`src/rtl/hazard_pkg.sv`:
```
// rtl/hazard_pkg.sv - shared forward-select codes and pending-flush state type
package hazard_pkg;

  localparam logic [1:0] FWD_REG = 2'b00;
  localparam logic [1:0] FWD_WB  = 2'b01;
  localparam logic [1:0] FWD_MEM = 2'b10;

  typedef enum logic [1:0] {
    IDLE     = 2'd0,
    PEND_MIS = 2'd1,
    PEND_EXC = 2'd2
  } pend_state_t;

endpackage

```
`src/rtl/hazard_unit_pl_if.sv`:
```
// rtl/hazard_unit_pl_if.sv - pipeline-to-hazard-unit signal bundle
interface hazard_unit_pl_if #(
  parameter int REG_AW = 5,
  parameter int CP0_AW = 5,
  parameter int CNT_W  = 32
);
  logic [REG_AW-1:0] rsD, rtD, rsE, rtE;
  logic [REG_AW-1:0] writeregE, writeregM, writeregW;
  logic              regwriteE, regwriteM, regwriteW;
  logic              memtoregE, memtoregM;
  logic              branchD, jumprD;
  logic [CP0_AW-1:0] cp0rdE, cp0rdM;
  logic              cp0writeM;
  logic              exc_req, mispredE;
  logic              i_stall, d_stall, div_stall;
  logic [1:0]        forwardAE, forwardBE;
  logic              forwardAD, forwardBD, forwardcp0E;
  logic              stallF, stallD, stallE, stallM, stallW;
  logic              flushF, flushD, flushE, flushM, flushW;
  logic              longest_stall;
  logic [CNT_W-1:0]  stall_cycles;

  modport master (
    output rsD, rtD, rsE, rtE, writeregE, writeregM, writeregW,
           regwriteE, regwriteM, regwriteW, memtoregE, memtoregM,
           branchD, jumprD, cp0rdE, cp0rdM, cp0writeM, exc_req, mispredE,
           i_stall, d_stall, div_stall,
    input  forwardAE, forwardBE, forwardAD, forwardBD, forwardcp0E,
           stallF, stallD, stallE, stallM, stallW,
           flushF, flushD, flushE, flushM, flushW, longest_stall, stall_cycles
  );

  modport slave (
    input  rsD, rtD, rsE, rtE, writeregE, writeregM, writeregW,
           regwriteE, regwriteM, regwriteW, memtoregE, memtoregM,
           branchD, jumprD, cp0rdE, cp0rdM, cp0writeM, exc_req, mispredE,
           i_stall, d_stall, div_stall,
    output forwardAE, forwardBE, forwardAD, forwardBD, forwardcp0E,
           stallF, stallD, stallE, stallM, stallW,
           flushF, flushD, flushE, flushM, flushW, longest_stall, stall_cycles
  );
endinterface

```
`src/rtl/hazard_unit_pl_flush_pend.sv`:
```
// rtl/hazard_unit_pl_flush_pend.sv - holds an exception/mispredict seen during a
// long stall and replays it as a single flush on the first non-stalled cycle
module flush_pend (
  input  logic clk,
  input  logic resetn,
  input  logic ls,
  input  logic exc_req,
  input  logic mispredE,
  output logic exc_eff,
  output logic mis_eff
);
  import hazard_pkg::*;

  pend_state_t state_q, state_d;

  always_ff @(posedge clk or negedge resetn) begin
    if (!resetn) state_q <= IDLE;
    else         state_q <= state_d;
  end

  // An exception always overrides a held mispredict; release happens on !ls.
  always_comb begin
    state_d = state_q;
    case (state_q)
      IDLE: begin
        if (ls && exc_req)       state_d = PEND_EXC;
        else if (ls && mispredE) state_d = PEND_MIS;
      end
      PEND_MIS: begin
        if (exc_req)  state_d = PEND_EXC;
        else if (!ls) state_d = IDLE;
      end
      PEND_EXC: begin
        if (!ls) state_d = IDLE;
      end
      default: state_d = IDLE;
    endcase
  end

  assign exc_eff = exc_req  | (state_q == PEND_EXC);
  assign mis_eff = mispredE | (state_q == PEND_MIS);

endmodule

```
`src/rtl/hazard_unit_pl.sv`:
```
// rtl/hazard_unit_pl.sv - 5-stage hazard unit: forwarding, stalls, flushes.
// Optional stall-cycle counter under HAZARD_PERF_EN.
module hazard_unit_pl #(
  parameter int REG_AW = 5,
  parameter int CP0_AW = 5,
  parameter int CNT_W  = 32
) (
  input  logic           clk,
  input  logic           resetn,
  hazard_unit_pl_if.slave hz
);
  import hazard_pkg::*;

  localparam logic [REG_AW-1:0] R0 = '0;
  localparam logic [CP0_AW-1:0] C0 = '0;

  logic [1:0] fwd_a, fwd_b;
  logic       lwstall, ctlstall, ls, stall_d;
  logic       exc_eff, mis_eff;
  logic       e_hits_d, m_hits_d;

  always_comb begin
    fwd_a = FWD_REG;
    if (hz.rsE != R0 && hz.regwriteM && hz.writeregM == hz.rsE)      fwd_a = FWD_MEM;
    else if (hz.rsE != R0 && hz.regwriteW && hz.writeregW == hz.rsE) fwd_a = FWD_WB;
    fwd_b = FWD_REG;
    if (hz.rtE != R0 && hz.regwriteM && hz.writeregM == hz.rtE)      fwd_b = FWD_MEM;
    else if (hz.rtE != R0 && hz.regwriteW && hz.writeregW == hz.rtE) fwd_b = FWD_WB;
  end

  assign hz.forwardAE   = fwd_a;
  assign hz.forwardBE   = fwd_b;
  assign hz.forwardAD   = (hz.rsD != R0) && hz.regwriteM && (hz.writeregM == hz.rsD);
  assign hz.forwardBD   = (hz.rtD != R0) && hz.regwriteM && (hz.writeregM == hz.rtD);
  assign hz.forwardcp0E = hz.cp0writeM && (hz.cp0rdE != C0) && (hz.cp0rdE == hz.cp0rdM);

  assign lwstall  = hz.memtoregE && (hz.writeregE != R0) &&
                    ((hz.rsD == hz.writeregE) || (hz.rtD == hz.writeregE));
  assign e_hits_d = hz.regwriteE && (hz.writeregE != R0) &&
                    ((hz.writeregE == hz.rsD) || (hz.writeregE == hz.rtD));
  assign m_hits_d = hz.memtoregM && (hz.writeregM != R0) &&
                    ((hz.writeregM == hz.rsD) || (hz.writeregM == hz.rtD));
  assign ctlstall = (hz.branchD || hz.jumprD) && (e_hits_d || m_hits_d);
  assign ls       = hz.i_stall || hz.d_stall || hz.div_stall;

  flush_pend u_flush_pend (
    .clk      (clk),
    .resetn   (resetn),
    .ls       (ls),
    .exc_req  (hz.exc_req),
    .mispredE (hz.mispredE),
    .exc_eff  (exc_eff),
    .mis_eff  (mis_eff)
  );

  assign stall_d          = ls || lwstall || ctlstall;
  assign hz.stallD        = stall_d;
  assign hz.stallF        = stall_d && !exc_eff;
  assign hz.stallE        = ls;
  assign hz.stallM        = ls;
  assign hz.stallW        = ls;
  assign hz.longest_stall = ls;

  // Flushes are suppressed while any long stall holds the pipe.
  assign hz.flushF = 1'b0;
  assign hz.flushD = (mis_eff || exc_eff) && !ls;
  assign hz.flushE = (lwstall || ctlstall || exc_eff) && !ls;
  assign hz.flushM = exc_eff && !ls;
  assign hz.flushW = exc_eff && !ls;

`ifdef HAZARD_PERF_EN
  logic [CNT_W-1:0] stall_cnt_q, stall_cnt_d;

  always_comb begin
    stall_cnt_d = stall_cnt_q;
    if (stall_d && stall_cnt_q != {CNT_W{1'b1}}) stall_cnt_d = stall_cnt_q + 1'b1;
  end

  always_ff @(posedge clk or negedge resetn) begin
    if (!resetn) stall_cnt_q <= '0;
    else         stall_cnt_q <= stall_cnt_d;
  end

  assign hz.stall_cycles = stall_cnt_q;
`else
  assign hz.stall_cycles = {CNT_W{1'b0}};
`endif

endmodule

```
`src/flat_wrapper.sv`:
```
// flat-port wrapper written by rule: the top's interface ports become plain ports
module hazard_unit_pl_flat import hazard_pkg::*;
#(
  parameter int REG_AW = 5,
  parameter int CP0_AW = 5,
  parameter int CNT_W  = 32
)
  (clk, resetn, hz_rsD, hz_rtD, hz_rsE, hz_rtE, hz_writeregE, hz_writeregM, hz_writeregW, hz_regwriteE, hz_regwriteM, hz_regwriteW, hz_memtoregE, hz_memtoregM, hz_branchD, hz_jumprD, hz_cp0rdE, hz_cp0rdM, hz_cp0writeM, hz_exc_req, hz_mispredE, hz_i_stall, hz_d_stall, hz_div_stall, hz_forwardAE, hz_forwardBE, hz_forwardAD, hz_forwardBD, hz_forwardcp0E, hz_stallF, hz_stallD, hz_stallE, hz_stallM, hz_stallW, hz_flushF, hz_flushD, hz_flushE, hz_flushM, hz_flushW, hz_longest_stall, hz_stall_cycles);
  hazard_unit_pl_if #(.REG_AW(REG_AW), .CP0_AW(CP0_AW), .CNT_W(CNT_W)) hz_i ();
  input  logic clk;
  input  logic resetn;
  input wire logic [$bits(hz_i.rsD)-1:0] hz_rsD;
  input wire logic [$bits(hz_i.rtD)-1:0] hz_rtD;
  input wire logic [$bits(hz_i.rsE)-1:0] hz_rsE;
  input wire logic [$bits(hz_i.rtE)-1:0] hz_rtE;
  input wire logic [$bits(hz_i.writeregE)-1:0] hz_writeregE;
  input wire logic [$bits(hz_i.writeregM)-1:0] hz_writeregM;
  input wire logic [$bits(hz_i.writeregW)-1:0] hz_writeregW;
  input wire logic [$bits(hz_i.regwriteE)-1:0] hz_regwriteE;
  input wire logic [$bits(hz_i.regwriteM)-1:0] hz_regwriteM;
  input wire logic [$bits(hz_i.regwriteW)-1:0] hz_regwriteW;
  input wire logic [$bits(hz_i.memtoregE)-1:0] hz_memtoregE;
  input wire logic [$bits(hz_i.memtoregM)-1:0] hz_memtoregM;
  input wire logic [$bits(hz_i.branchD)-1:0] hz_branchD;
  input wire logic [$bits(hz_i.jumprD)-1:0] hz_jumprD;
  input wire logic [$bits(hz_i.cp0rdE)-1:0] hz_cp0rdE;
  input wire logic [$bits(hz_i.cp0rdM)-1:0] hz_cp0rdM;
  input wire logic [$bits(hz_i.cp0writeM)-1:0] hz_cp0writeM;
  input wire logic [$bits(hz_i.exc_req)-1:0] hz_exc_req;
  input wire logic [$bits(hz_i.mispredE)-1:0] hz_mispredE;
  input wire logic [$bits(hz_i.i_stall)-1:0] hz_i_stall;
  input wire logic [$bits(hz_i.d_stall)-1:0] hz_d_stall;
  input wire logic [$bits(hz_i.div_stall)-1:0] hz_div_stall;
  output wire logic [$bits(hz_i.forwardAE)-1:0] hz_forwardAE;
  output wire logic [$bits(hz_i.forwardBE)-1:0] hz_forwardBE;
  output wire logic [$bits(hz_i.forwardAD)-1:0] hz_forwardAD;
  output wire logic [$bits(hz_i.forwardBD)-1:0] hz_forwardBD;
  output wire logic [$bits(hz_i.forwardcp0E)-1:0] hz_forwardcp0E;
  output wire logic [$bits(hz_i.stallF)-1:0] hz_stallF;
  output wire logic [$bits(hz_i.stallD)-1:0] hz_stallD;
  output wire logic [$bits(hz_i.stallE)-1:0] hz_stallE;
  output wire logic [$bits(hz_i.stallM)-1:0] hz_stallM;
  output wire logic [$bits(hz_i.stallW)-1:0] hz_stallW;
  output wire logic [$bits(hz_i.flushF)-1:0] hz_flushF;
  output wire logic [$bits(hz_i.flushD)-1:0] hz_flushD;
  output wire logic [$bits(hz_i.flushE)-1:0] hz_flushE;
  output wire logic [$bits(hz_i.flushM)-1:0] hz_flushM;
  output wire logic [$bits(hz_i.flushW)-1:0] hz_flushW;
  output wire logic [$bits(hz_i.longest_stall)-1:0] hz_longest_stall;
  output wire logic [$bits(hz_i.stall_cycles)-1:0] hz_stall_cycles;
  assign hz_i.rsD = hz_rsD;
  assign hz_i.rtD = hz_rtD;
  assign hz_i.rsE = hz_rsE;
  assign hz_i.rtE = hz_rtE;
  assign hz_i.writeregE = hz_writeregE;
  assign hz_i.writeregM = hz_writeregM;
  assign hz_i.writeregW = hz_writeregW;
  assign hz_i.regwriteE = hz_regwriteE;
  assign hz_i.regwriteM = hz_regwriteM;
  assign hz_i.regwriteW = hz_regwriteW;
  assign hz_i.memtoregE = hz_memtoregE;
  assign hz_i.memtoregM = hz_memtoregM;
  assign hz_i.branchD = hz_branchD;
  assign hz_i.jumprD = hz_jumprD;
  assign hz_i.cp0rdE = hz_cp0rdE;
  assign hz_i.cp0rdM = hz_cp0rdM;
  assign hz_i.cp0writeM = hz_cp0writeM;
  assign hz_i.exc_req = hz_exc_req;
  assign hz_i.mispredE = hz_mispredE;
  assign hz_i.i_stall = hz_i_stall;
  assign hz_i.d_stall = hz_d_stall;
  assign hz_i.div_stall = hz_div_stall;
  assign hz_forwardAE = hz_i.forwardAE;
  assign hz_forwardBE = hz_i.forwardBE;
  assign hz_forwardAD = hz_i.forwardAD;
  assign hz_forwardBD = hz_i.forwardBD;
  assign hz_forwardcp0E = hz_i.forwardcp0E;
  assign hz_stallF = hz_i.stallF;
  assign hz_stallD = hz_i.stallD;
  assign hz_stallE = hz_i.stallE;
  assign hz_stallM = hz_i.stallM;
  assign hz_stallW = hz_i.stallW;
  assign hz_flushF = hz_i.flushF;
  assign hz_flushD = hz_i.flushD;
  assign hz_flushE = hz_i.flushE;
  assign hz_flushM = hz_i.flushM;
  assign hz_flushW = hz_i.flushW;
  assign hz_longest_stall = hz_i.longest_stall;
  assign hz_stall_cycles = hz_i.stall_cycles;
  hazard_unit_pl #(.REG_AW(REG_AW), .CP0_AW(CP0_AW), .CNT_W(CNT_W)) u_core (.clk(clk), .resetn(resetn), .hz(hz_i));
endmodule
```
`config.mk`:
```
export PLATFORM = sky130hd
export DESIGN_NAME = hazard_unit_pl_flat
export DESIGN_NICKNAME = d
export VERILOG_FILES = /design/src/rtl/hazard_pkg.sv /design/src/rtl/hazard_unit_pl_if.sv /design/src/rtl/hazard_unit_pl_flush_pend.sv /design/src/rtl/hazard_unit_pl.sv /design/src/flat_wrapper.sv
export SDC_FILE = /design/constraint.sdc
export NUM_CORES = 1
export LEC_CHECK = 0
export CAP_MARGIN = 20
export CORE_ASPECT_RATIO = 1.75
export CORE_MARGIN = 3
export CORE_UTILIZATION = 29
export DETAILED_ROUTE_END_ITERATION = 16
export GPL_ROUTABILITY_DRIVEN = 0
export PLACE_DENSITY = 0.82
export RECOVER_POWER = 100
export SLEW_MARGIN = 25
export SYNTH_ARGS = -nofsm -noshare
export SYNTH_HDL_FRONTEND = slang
export SYNTH_SLANG_ARGS = --single-unit
```
`constraint.sdc`:
```
create_clock -name clk -period 1.6 [get_ports clk]
set_clock_uncertainty 0.05 [all_clocks]
set_input_delay 0.16 -clock clk [delete_from_list [all_inputs] [get_ports clk]]
set_output_delay 0.16 -clock clk [all_outputs]
set_load 0.02 [all_outputs]
```
**Yosys cells after proc, flatten, opt, wreduce, memory -nomap -nowiden**

Cells that the tools add are included.

- Bits in registers: 2
- Word-level logic and storage cells: 75

- Eq/ne operators: 14
- Mux-type cells: 9
- Bitwise operators: 2
- Reduce and logical (&&, ||, !) cells: 49

Operators with widths:

| cell | count |
|---|---|
| 5-bit == test | 11 |
| 5-bit nonzero test | 7 |
| 1-bit logical AND | 27 |
| 1-bit logical OR | 12 |
| 2-bit 2-to-1 mux | 6 |
| 2-bit case mux with 3 select lines | 1 |
| 3-bit inequality test, second input constant | 1 |
| 2-bit by 1-bit == test with 1-bit output, second input constant | 1 |
| 2-bit == test, second input constant | 1 |
| 1-bit logical NOT | 2 |
| 2-bit logical NOT | 1 |
| 1-bit 2-to-1 mux | 2 |
| 1-bit bitwise OR | 2 |

**Logic depth before layout (Yosys ltp)**

- Depth in word-level cells: 8
- Gate-level depth with buffers: 7
- Mapped depth without buffers: 6

**Cells and area by module**

From an unflattened synthesis, not the netlist that was laid out.

- Cells, all modules: 145
- Area, all modules: 1112.3 µm²

Modules (own cells, without submodules):

| module | times used | cells each | area an instance (µm²) | seq. area each (µm²) |
|---|---|---|---|---|
| hazard_unit_pl | 1 | 136 | 1012.2 | 0.0 |
| flush_pend | 1 | 9 | 100.1 | 50.0 |

**Least setup slack after synthesis**

OpenSTA, ideal clock, no wires.

- Path kind: input-to-output
- From: input hz_rsE[0]
- To: output hz_forwardAE[0]
- Data arrival time: 1.667 ns
- Data required time: 1.390 ns
- Slack: -0.277 ns
- Stages on the path: 4
- Path buffers: 0
- Cells stage by stage: or4_1 nor2_1 nor4_1 nor4_1

- Longest elaborated chain between the ends: 5

Ends and longest elaborated chain:

| what | line | text |
|---|---|---|
| start: declaration | flat_wrapper.sv:14 | `input wire logic [$bits(hz_i.rsE)-1:0] hz_rsE;` |
| 5-bit nonzero test | hazard_unit_pl.sv:24, hazard_unit_pl.sv:25 |  |
| 1-bit logical AND (2 in series) | hazard_unit_pl.sv:25 | `else if (hz.rsE != R0 && hz.regwriteW && hz.writeregW == hz.rsE) fwd_a = FWD_WB;` |
| 1-bit 2-to-1 mux | hazard_unit_pl.sv:25 |  |
| 2-bit 2-to-1 mux * | hazard_unit_pl.sv:24 | `if (hz.rsE != R0 && hz.regwriteM && hz.writeregM == hz.rsE) fwd_a = FWD_MEM;` |
| end: declaration | flat_wrapper.sv:34 | `output wire logic [$bits(hz_i.forwardAE)-1:0] hz_forwardAE;` |

Mark *: on every way between the ends. The rest lies on a longest branch, timed or not.

**Worst setup path in the final report**

- From: input hz_rtE[1]
- To: output hz_forwardBE[0]

- Longest elaborated chain between the ends: 5

Ends and longest elaborated chain:

| what | line | text |
|---|---|---|
| start: declaration | flat_wrapper.sv:15 | `input wire logic [$bits(hz_i.rtE)-1:0] hz_rtE;` |
| 5-bit nonzero test | hazard_unit_pl.sv:27, hazard_unit_pl.sv:28 |  |
| 1-bit logical AND (2 in series) | hazard_unit_pl.sv:28 | `else if (hz.rtE != R0 && hz.regwriteW && hz.writeregW == hz.rtE) fwd_b = FWD_WB;` |
| 1-bit 2-to-1 mux | hazard_unit_pl.sv:28 |  |
| 2-bit 2-to-1 mux * | hazard_unit_pl.sv:27 | `if (hz.rtE != R0 && hz.regwriteM && hz.writeregM == hz.rtE) fwd_b = FWD_MEM;` |
| end: declaration | flat_wrapper.sv:35 | `output wire logic [$bits(hz_i.forwardBE)-1:0] hz_forwardBE;` |

Marked as above.

==> reports/qor.csv <==
metric,value,unit
setup_tns,-0.2109,ns
postSynthCellCount,145,
critPathArrivalTime,1.49,ns
setup_slack,-0.09532,ns
largest_reg_flops,2,
wl_met1,1.260,mm
switching_share,0.3997,
htree_levels,1,
syn_to_final_growth,100.0,%
timing.max_cap.violations,0,
worstPathRequired,1.39,ns
dieArea,4449,um2
vias_per_cell,4.525,
ant_nets,0,
p_leak,0.001007,uW
syn_area,1061,um2
cp-end-kind,primary output,
cts_buffers,3,
synth_seq_area_share,0.04717,
first_pass_iters,2,
synth-edff-count,0,
drc,0,
startpoint_type,input port,
cts_buffer_depth,2,
cts-root-buf,clkbuf_8,
cts_tree,yes,
wirelength,4.242,mm
synth_top_family_by_area,XOR/XNOR gates,
ir_drop,0.0003741,V
grt_pass1_wl,6.320,mm
grt_use_total,0.1863,
clkTransAtPathRegs,0.03,ns
yosys.area_share.simple,0.1922,
ys_ff_latch,2,
p_clk_frac,0.245,
dp_slack,-0.8653,ns
worst-setup-path-type,in -> out,
core_area,3433,um2
synthAdderAreaFrac,0,
yosys-mux-area-fraction,0,
routed.top_layer,met4,
fill_cells,329,
ys.flop_type,dfrtp_1,
die_h,86.02,um
whs,0.1397,ns
drive_above_1_share,0.4258,
grt_pass1_vias,1420,
netlist.area_leader.share,0.2618,
setup_viol,7,
synth_compound_area_frac,0.09080,
path_max_fanout,2,
top_regs,u_core.u_flush_pend.state_q x2,
grt_max_degree,6,
hold_path.class,in -> async,
largest-register,u_core.u_flush_pend.state_q,
clk_latency,0.21,ns
dp_hpwl,3.465,mm
yosysWarnings,0,
die_x,51.73,um
avgSynthCellArea,7.317,um2
n_antenna_cell,0,
port_buffers,76,
io_pins,110,
clock-sinks,2,
layout_min_cycle_time,1.695,ns
max_freq,0.5899,GHz
intPower,489.2,uW
regArea,50.05,um2
drv_slew,0,
core.rowCount,28,
hold_viol_final,0,
synth-xor-area-share,0.3715,
dr.first_iter.drc_count,12,
power_switching,325.8,uW
synth_cell_types,26,
failed_checks,negative setup slack,
antenna_found_initial,0,
synthArstFlopShare,1.000,
p_per_area,384.0,nW/um2
grt_overflow,0,
nets,318,
netlist_top_cells_area,"buf_4 26%, xnor2_1 22%, xor2_1 15%, dfrtp_1 4.7%, or4_1 4.2%",
synth_area_leader_cell,buf_4,
cts_hold_buf,0,
synthTopCellsByCount,"37 x buf_4, 27 x xnor2_1, 18 x xor2_1",
dr_wl_met3,513,um
via_count,1362,
combPwrFrac,0.678,
status,finished with violations,
wl_met2,2.453,mm
avgRoutedWirePerCell,14.09,um
multi_input_area,988.4,um2
synth.most_common_cell,buf_4,
seqPwrFrac,0.077,
min_period_over_period,1.060,
start_util,0.3090,
rsz0062_at_grt,true,
-- power by group through the flow --
| stage | registers (uW) | logic [uW] | clock network (uW) |
|---|---|---|---|
| after global routing | 63.5 | 593 | 216 |
| after global placement | 62.3 | 524 | 0 |
| after floorplan | 61.2 | 309 | 0 |
| after CTS | 62.4 | 541 | 206 |
| after detailed placement | 62.8 | 535 | 0 |
| final | 62.4 | 553 | 200 |
-- what timing repair did --
item | 4_1_cts | 5_1_grt
resized for setup | 187 | 30
endpoints found under the hold margin | 0 | 0
pin swaps | 29 | 24
setup buffers | 3 | 4
setup endpoints to repair | 17 | 16
-- worst max-delay path, stage by stage --
cell and delay [ns]:
buf_6 0.10, or4_4 0.54, nor2_4 0.13, nor4_4 0.06
buf_4 0.14, nor4_4 0.19, buf_4 0.17
-- metal layers --
metal | track usage | vias to the layer above
li1 | - | 644
met1 | 0.1530 | 622
met2 | 0.4060 | 94
met3 | 0.05217 | 2
met4 | 0.02864 | 0
met5 | 0 | -
-- kinds of logic (layout without fill, tap and decap cells) --
group,after synthesis,in the layout
AOI/OAI and AO/OA,15,15
xor gates and xnor gates,45,45
buffers and inverters,44,123
DFF,2,2
other,1,33
and+or+nand+nor,38,38
-- area by class of cell --
| type | instances | area share |
|---|---|---|
| well taps | 45 | 0.02653 |
| repair buffers | 118 | 0.4611 |
| clock buffers | 3 | 0.01946 |
| multi-input cells | 131 | 0.4658 |
| inverters | 2 | 0.003538 |
| flip-flops and latches | 2 | 0.02358 |
-- worst paths after layout --
path | startpoint | endpoint | slack (ns) | cells past startpoint
hold / removal | resetn | u_core.u_flush_pend.state_q[1] | 0.14 | 1
hold reg to reg | u_core.u_flush_pend.state_q[1] | u_core.u_flush_pend.state_q[1] | 0.50 | 1
setup reg to reg | u_core.u_flush_pend.state_q[0] | u_core.u_flush_pend.state_q[1] | 0.67 | 2
setup / recovery | hz_rtE[1] | hz_forwardBE[0] | -0.1 | 7
min in group clk | u_core.u_flush_pend.state_q[1] | u_core.u_flush_pend.state_q[1] | 0.50 | 1
max in group asynchronous | resetn | u_core.u_flush_pend.state_q[0] | 1.23 | 1
-- cells in the final DEF, fill, tap and decap left out, types with 5 or more instances in the layout --
cell,n
conb_1,33
dlymetal6s2s_1,5
clkbuf_2,7
nor2_1,6
buf_6,12
xnor2_1,24
buf_4,47
clkdlybuf4s50_1,18
buf_2,13
xor2_1,18
dlygate4sd2_1,12
or4_4,5
-- stage by stage --
stage	instance area, um2	std cells	utilization	total power [uW]
after floorplan	1229	177	-	370.6
after global placement	2003	291	0.5835	586.2
after detailed placement	2003	291	0.5835	598.0
after CTS	2096	297	0.6104	808.9
after global routing	2122	301	0.6181	872.7
final	2122	301	0.6181	815.0
No activity file was read; power rests on OpenSTA's default activity.
